--- config.mk ---
export PLATFORM = sky130hd
export DESIGN_NAME = deserializer_unit_cell
export DESIGN_NICKNAME = d
export VERILOG_FILES = /design/src/rtl/deserializer_unit_cell.sv
export SDC_FILE = /design/constraint.sdc
export NUM_CORES = 1
export LEC_CHECK = 0
export CAP_MARGIN = 20
export CORE_MARGIN = 1.5
export CORE_UTILIZATION = 55
export DETAILED_ROUTE_END_ITERATION = 8
export PLACE_DENSITY = 0.8
export SLEW_MARGIN = 25
export SYNTH_ARGS = -nofsm -noshare
export SYNTH_HDL_FRONTEND = slang
export SYNTH_SLANG_ARGS = --single-unit
--- constraint.sdc ---
create_clock -name CLK -period 2.93 [get_ports CLK]
set_clock_uncertainty 0.15 [all_clocks]
set_input_delay 0.586 -clock CLK [delete_from_list [all_inputs] [get_ports CLK]]
set_output_delay 0.586 -clock CLK [all_outputs]
set_load 0.01 [all_outputs]
--- src/rtl/deserializer_unit_cell.sv ---
// deserializer_unit_cell
//   Recovers WIDTH-bit words from a framed, LSB-first serial stream. A frame
//   is FRAME bit periods long. The first WIDTH bits carry the word and the
//   rest are gap. SYNC marks bit 0. Once locked, the cell freewheels on its
//   own bit counter, so SYNC is optional on later frames.
//
// Ports
//   CLK        in   single clock, rising edge
//   RESET      in   asynchronous, active-low reset
//   SERIAL_IN  in   serial data, one bit per CLK, LSB first
//   SYNC       in   frame marker, high during bit 0
//   PAR_READY  in   downstream accepts PAR_OUT when high with PAR_VALID
//   CLR_OVF    in   synchronous clear of OVERFLOW
//   PAR_OUT    out  last accepted word, registered
//   PAR_VALID  out  PAR_OUT holds an unconsumed word
//   LOCKED     out  frame alignment acquired
//   SYNC_ERR   out  one-cycle pulse after a misplaced SYNC
//   OVERFLOW   out  sticky; a word was dropped because the output was full
//
// state | meaning
// HUNT  | unlocked, waiting for SYNC; SERIAL_IN ignored
// DATA  | capturing word bit BITCNT from SERIAL_IN
// GAP   | word complete, counting out the rest of the frame

module deserializer_unit_cell #(
  parameter int WIDTH = 16,
  parameter int FRAME = 32
) (
  input  logic             CLK,
  input  logic             RESET,
  input  logic             SERIAL_IN,
  input  logic             SYNC,
  input  logic             PAR_READY,
  input  logic             CLR_OVF,
  output logic [WIDTH-1:0] PAR_OUT,
  output logic             PAR_VALID,
  output logic             LOCKED,
  output logic             SYNC_ERR,
  output logic             OVERFLOW
);

  localparam int BITCNT_W = $clog2(FRAME);

  typedef enum logic [1:0] {
    HUNT = 2'd0,
    DATA = 2'd1,
    GAP  = 2'd2
  } state_t;

  state_t              state_q, state_d;
  logic [BITCNT_W-1:0] bitcnt_q, bitcnt_d;
  // Counts down after a SYNC error. A second error while it is non-zero
  // drops lock.
  logic [BITCNT_W-1:0] win_q, win_d;
  logic [WIDTH-1:0]    word_q, word_d;
  logic [WIDTH-1:0]    par_out_d;
  logic                par_valid_d, sync_err_d, overflow_d;
  logic                take_bit, bit0, complete, ovf_set;
  logic [BITCNT_W-1:0] idx;

  always_comb begin
    state_d    = state_q;
    bitcnt_d   = bitcnt_q;
    win_d      = (win_q != '0) ? win_q - 1'b1 : win_q;
    sync_err_d = 1'b0;
    take_bit   = 1'b0;
    bit0       = 1'b0;

    case (state_q)
      HUNT: begin
        if (SYNC) begin
          take_bit = 1'b1;
          bit0     = 1'b1;
          bitcnt_d = BITCNT_W'(1);
          state_d  = DATA;
        end
      end
      DATA, GAP: begin
        if (SYNC && (bitcnt_q != '0)) begin
          sync_err_d = 1'b1;
          if (win_q != '0) begin
            // Second misplaced SYNC inside one frame: the alignment cannot
            // be trusted, so go back to hunting. This SYNC is not bit 0.
            state_d  = HUNT;
            bitcnt_d = '0;
            win_d    = '0;
          end else begin
            // Realign to this SYNC. The partial word is dropped.
            win_d    = BITCNT_W'(FRAME - 1);
            take_bit = 1'b1;
            bit0     = 1'b1;
            bitcnt_d = BITCNT_W'(1);
            state_d  = DATA;
          end
        end else if (state_q == DATA) begin
          take_bit = 1'b1;
          bit0     = (bitcnt_q == '0);
          bitcnt_d = bitcnt_q + 1'b1;
          if (bitcnt_q == BITCNT_W'(WIDTH - 1)) state_d = GAP;
        end else begin
          // Freewheel: the wrap to 0 makes the next cycle bit 0.
          if (bitcnt_q == BITCNT_W'(FRAME - 1)) begin
            bitcnt_d = '0;
            state_d  = DATA;
          end else begin
            bitcnt_d = bitcnt_q + 1'b1;
          end
        end
      end
      default: begin
        state_d  = HUNT;
        bitcnt_d = '0;
      end
    endcase

    idx      = bit0 ? '0 : bitcnt_q;
    complete = take_bit && (idx == BITCNT_W'(WIDTH - 1));
    if (complete) state_d = GAP;

    // Bit 0 starts a fresh word. No stale bits from an earlier word survive.
    word_d = word_q;
    if (take_bit) begin
      if (bit0) word_d = '0;
      for (int i = 0; i < WIDTH; i++) begin
        if (idx == BITCNT_W'(i)) word_d[i] = SERIAL_IN;
      end
    end

    par_out_d   = PAR_OUT;
    par_valid_d = PAR_VALID;
    ovf_set     = 1'b0;
    if (complete) begin
      if (!PAR_VALID || PAR_READY) begin
        par_out_d   = word_d;
        par_valid_d = 1'b1;
      end else begin
        ovf_set = 1'b1;
      end
    end else if (PAR_VALID && PAR_READY) begin
      par_valid_d = 1'b0;
    end
    // If a set and a clear arrive together, the set wins.
    overflow_d = ovf_set | (OVERFLOW & ~CLR_OVF);
  end

  always_ff @(posedge CLK or negedge RESET) begin
    if (!RESET) begin
      state_q   <= HUNT;
      bitcnt_q  <= '0;
      win_q     <= '0;
      word_q    <= '0;
      PAR_OUT   <= '0;
      PAR_VALID <= 1'b0;
      SYNC_ERR  <= 1'b0;
      OVERFLOW  <= 1'b0;
    end else begin
      state_q   <= state_d;
      bitcnt_q  <= bitcnt_d;
      win_q     <= win_d;
      word_q    <= word_d;
      PAR_OUT   <= par_out_d;
      PAR_VALID <= par_valid_d;
      SYNC_ERR  <= sync_err_d;
      OVERFLOW  <= overflow_d;
    end
  end

  assign LOCKED = (state_q != HUNT);

endmodule

==> impl.org <==
** Status
- Result of the run :: complete, no violations

** Power and ir drop
- Switching share of power :: between 30% and 40%
- Of the total power, the clock network draws 19.9%.
- The design draws approximately 1.9 mW.
- Int Pwr :: between 1 and 1.5 mW
- Sequential power share :: between 40% and 50%
- Psw :: 0.7388 mW
- Largest vdd supply drop :: 0.0006410 V
- Reported leakage power :: 1.220 nW
- PwrDens :: 711.5 mW/mm^2
- Per report_power, the combinational group accounts for 39.0% of the total.

** Final layout
- From synthesis to final layout, the design area changed by 17.06%.
- Layout Nets :: 258
- Total area of multi-input combinational cells :: 0.001037 sq mm
- Filler instances :: 329
- Antenna cell count :: 0
- Register cell area after layout :: 0.001151 sq mm
- Cells with a size suffix above 1 make up 16.80% of the layout.

** Clock tree
- After clock tree synthesis, the flow added hold-fix buffers numbering 0.
- Post CTS Setup Buffer Count :: 0
- The clock net in this run drives a total of between 40 and 50 sinks.
- The tree is rooted in a sky130_fd_sc_hd__clkbuf_8.
- After clock tree synthesis, the clock-pin slew on the worst setup and hold paths is 0.09 ns.
- TritonCTS built the clock tree.
- Max clock buf depth :: 2
- H-tree depth reported by CTS :: 2
- Quantity of gates resized following cts :: 0
- Clock latency on the worst-skew pair, taken at its later pin, is 0.30 ns.
- TritonCTS created 5 clock buffers.

** Floorplanning
- The initial utilization of the core area, before any placement, comes to 57.59%.
- Die outline area :: 0.004585 sq mm
- Number of top-level design ports :: 26
- Number of standard-cell rows in the floorplan :: 23
- Die height :: slightly below 70 microns
- The floorplan step defined a core boundary enclosing between 0.004 and 0.005 sq mm.
- Horizontal die dimension :: 67.72 microns

** Critical path
- STA classifies the critical path endpoint as a flop.
- The slowest stage of the critical path is the sky130_fd_sc_hd__or4b_1 cell.
- The startpoint identified for the worst register-to-register timing path is bitcnt_q[1]$_DFFE_PN0P_.
- STA puts the critical path data arrival time at around 2.7 ns.
- Along the worst path, the maximum fanout reaches 12.
- The worst register-to-register path has a setup slack of about 0.27 ns.
- Measured in cells, the most critical reg-to-reg path has a length of 7.
- Type of the worst setup path :: reg2reg
- The endpoint identified for the worst register-to-register timing path is word_q[14]$_DFF_PN0_.
- Element type at the critical path start :: flop
- For this run, the slowest stage of the critical path takes 0.53 ns.
- Critical path data required time :: 2.94 ns
- The critical path goes through inv_1 -> ha_1 -> or4b_1 -> o21ai_1 -> a21oi_1 -> nor2_2 -> o22ai_1.

** Synth
- Area fraction of the dominant cell type after synthesis :: 49.97%
- In this run, synthesis inferred 0 flip-flops with an integrated enable.
- Dividing the synthesized area by the synthesized cell count gives 10.92 sq um.
- Main flop type after synthesis :: sky130_fd_sc_hd__dfrtp_1
- The synthesized design contains 46 register bits.
- Netlist area before placement :: 0.002303 sq mm
- Net Count, Synth :: roughly 230
- The cell count after synthesis came out at 211.
- Of the synthesized area, sequential elements account for 49.97%.
- By area the synthesized netlist is led by sky130_fd_sc_hd__dfrtp_1 50%, sky130_fd_sc_hd__mux2_4 6.5%, sky130_fd_sc_hd__o21ai_0 5.4%, sky130_fd_sc_hd__ha_1 4.9%, sky130_fd_sc_hd__nand2_1 3.9%.
- In the synthesized netlist the async set-or-reset flop fraction comes to 100.0%.
- Yosys mapped the design onto 44 distinct sky130hd cell types.
- Yosys warning count :: 0
- The synthesized design spends more area on one cell type than any other, namely sky130_fd_sc_hd__dfrtp_1.

** STA
- Highest clock frequency the design can meet :: between 300 and 400 MHz
- At the pin with the least slew margin, the transition time is 0.5427 ns.
- Setup violations remaining at the end of the flow were counted as 0.
- In the finished design, the share of the clock period the worst path needs comes to 90.73%.
- Tightest slew margin relative to the limit :: approximately 63%
- Unrepaired setup endpoints after global routing :: no
- The final number of max-transition violations came to 0.
- For the finished layout, the period the worst path requires is 2.658 ns.
- Hold Violations, Final :: 0
- After routing, the total negative slack on setup checks comes to 0 ns.

** Drt
- Drt total wl :: 4534 microns
- Average wire per cell in the routed design :: 15.42 microns
- Via density per instance :: ~5.8
- Post-route ant nets :: 0
- Overall via count from detail_route :: 1706
- After the first detailed-routing iteration, the DRC count stood at 130.
- For this run, design rule violations remaining after detail routing come to 0.
- Before antenna repair, the detailed router went through 4 iterations.

** Global routing
- The first global-routing pass estimated 7859 microns of wire.
- All-layer global routing usage :: 23.03%
- Overflow after GRT :: 0
- Entering global routing, the biggest net connects 25 pins.
- The via count of the first global-routing pass was 1644.
- The number of antenna violations at the first check in global routing came to 0.

** Placed design
- During placement, the flow inserted port buffers numbering 25.
- The congestion estimate from routability-driven global placement came to 0.8714.
- Half-perimeter wire length after placement :: 3324 microns

** Hold path
- In this run the worst hold path is classified as in2async.

** Job
- Across the run, the number of max-cap violations was 0.
cells by family after synthesis:
group | share of synthesized area, %
DFF | 49.97
buffers and inverters | 4.997
adders and majority gates | 4.889
AOI/OAI and AO/OA | 14.78
xor gates and xnor gates | 1.521
and+or+nand+nor | 13.91
muxes | 9.940
registers in the layout, indices dropped and copies added, names as in the netlist:
| signal | cells |
|---|---|
| OVERFLOW | 1 |
| PAR_OUT | 16 |
| PAR_VALID | 1 |
| SYNC_ERR | 1 |
| bitcnt_q | 5 |
| state_q | 2 |
| win_q | 5 |
| word_q | 15 |
synthesized netlist by cell type (all sizes together) (2+ instances only):
cell type  number
nand3           5
a21oi           4
ha              9
o21ai          26
nand4           2
dfrtp          46
inv            10
mux2           17
or2             2
buf             7
xnor2           3
nor4b           2
o22ai          14
o211ai          3
nor2b           6
nor3            5
or4b            2
nand2          24
nor2            9
routing by layer:
metal / vias to the layer above / share of wire, % / track usage [%]
met2: 43 / 49 / 36.03
met5: - / 0 / 0
met3: 5 / 4.0 / 4.500
met1: 832 / 46 / 32.47
li1: 826 / - / -
met4: 0 / 1.1 / 6.633
metrics by stage:
| step | cells | area, sq um | setup slack, ns | hold WS, ns | utilization, % |
|---|---|---|---|---|---|
| 3_3_place_gp | 286 | 2606 | 0.2545 | 0.3363 | 65.15 |
| 3_5_place_dp | 286 | 2606 | 0.2012 | 0.3424 | 65.15 |
| 2_1_floorplan | 211 | 2303 | 0.4941 | 0.1404 | - |
| 6_report | 294 | 2696 | 0.2717 | 0.09541 | 67.41 |
| 4_1_cts | 294 | 2696 | 0.3246 | 0.1131 | 67.41 |
| 5_1_grt | 294 | 2696 | 0.09338 | 0.1241 | 67.41 |
cell usage in the layout (no fill, tap or decap), drive strengths merged:
cell type	netlist	routed
clkinv	0	2
or4b	2	2
o211ai	3	3
xnor2	3	3
o21ai	26	26
a21o	1	1
nand2b	1	1
and4bb	1	1
clkbuf	1	5
inv	10	10
or2	2	2
nand3	5	5
nor4b	2	2
nor3	5	5
nand2	24	24
o21a	1	1
o32ai	1	1
a31o	1	1
a22oi	1	1
a21oi	4	4
a21boi	1	1
buf	7	9
a311oi	1	1
o31ai	1	1
clkdlybuf4s50	0	24
nor2	9	9
and3	1	1
nor2b	6	6
nand4	2	2
xor2	1	1
dfrtp	46	46
a211oi	1	1
mux2	17	17
ha	9	9
a211o	1	1
o22ai	14	14
clkinvlp	0	1
cell type report:
class | count | area share (%)
repair buffers | 33 | 11.79
flip-flops and latches | 46 | 42.69
clock buffers | 5 | 2.552
inverters | 10 | 1.392
multi-input cells | 147 | 38.47
clock inverters | 3 | 0.7889
well taps | 50 | 2.320
power groups by stage:
stage / clock [mW] / sequential (mW) / combinational, mW
4_1_cts: 0.394 / 0.785 / 0.746
5_1_grt: 0.419 / 0.802 / 0.849
3_3_place_gp: 0 / 0.794 / 0.721
2_1_floorplan: 0 / 0.785 / 0.547
6_report: 0.382 / 0.788 / 0.748
3_5_place_dp: 0 / 0.797 / 0.741
worst max-delay path, delay by kind of cell (launching register included):
kind                     cells  cell delay, ns
AO/OA/AOI/OAI                3            0.61
flip-flops                   1            0.44
adder cells (fa/ha/maj)      1            0.20
AND/OR/NAND/NOR              2            0.98
buffers and inverters        1            0.14
worst max-delay path by stage:
stage | startpoint | to | slack, ns | depth (start not counted)
after global placement | SYNC | PAR_OUT[4]$_DFFE_PN0P_ | 0.25 | 7
final | bitcnt_q[1]$_DFFE_PN0P_ | word_q[14]$_DFF_PN0_ | 0.27 | 7
after CTS | bitcnt_q[0]$_DFFE_PN0P_ | word_q[14]$_DFF_PN0_ | 0.32 | 7
after detailed placement | SYNC | PAR_OUT[0]$_DFFE_PN0P_ | 0.20 | 7
after global routing | bitcnt_q[1]$_DFFE_PN0P_ | word_q[9]$_DFF_PN0_ | 0.09 | 7
after floorplan | state_q[0]$_DFFE_PN0P_ | PAR_OUT[10]$_DFFE_PN0P_ | 0.49 | 10
Note: power is estimated with default switching activity, not from simulation.
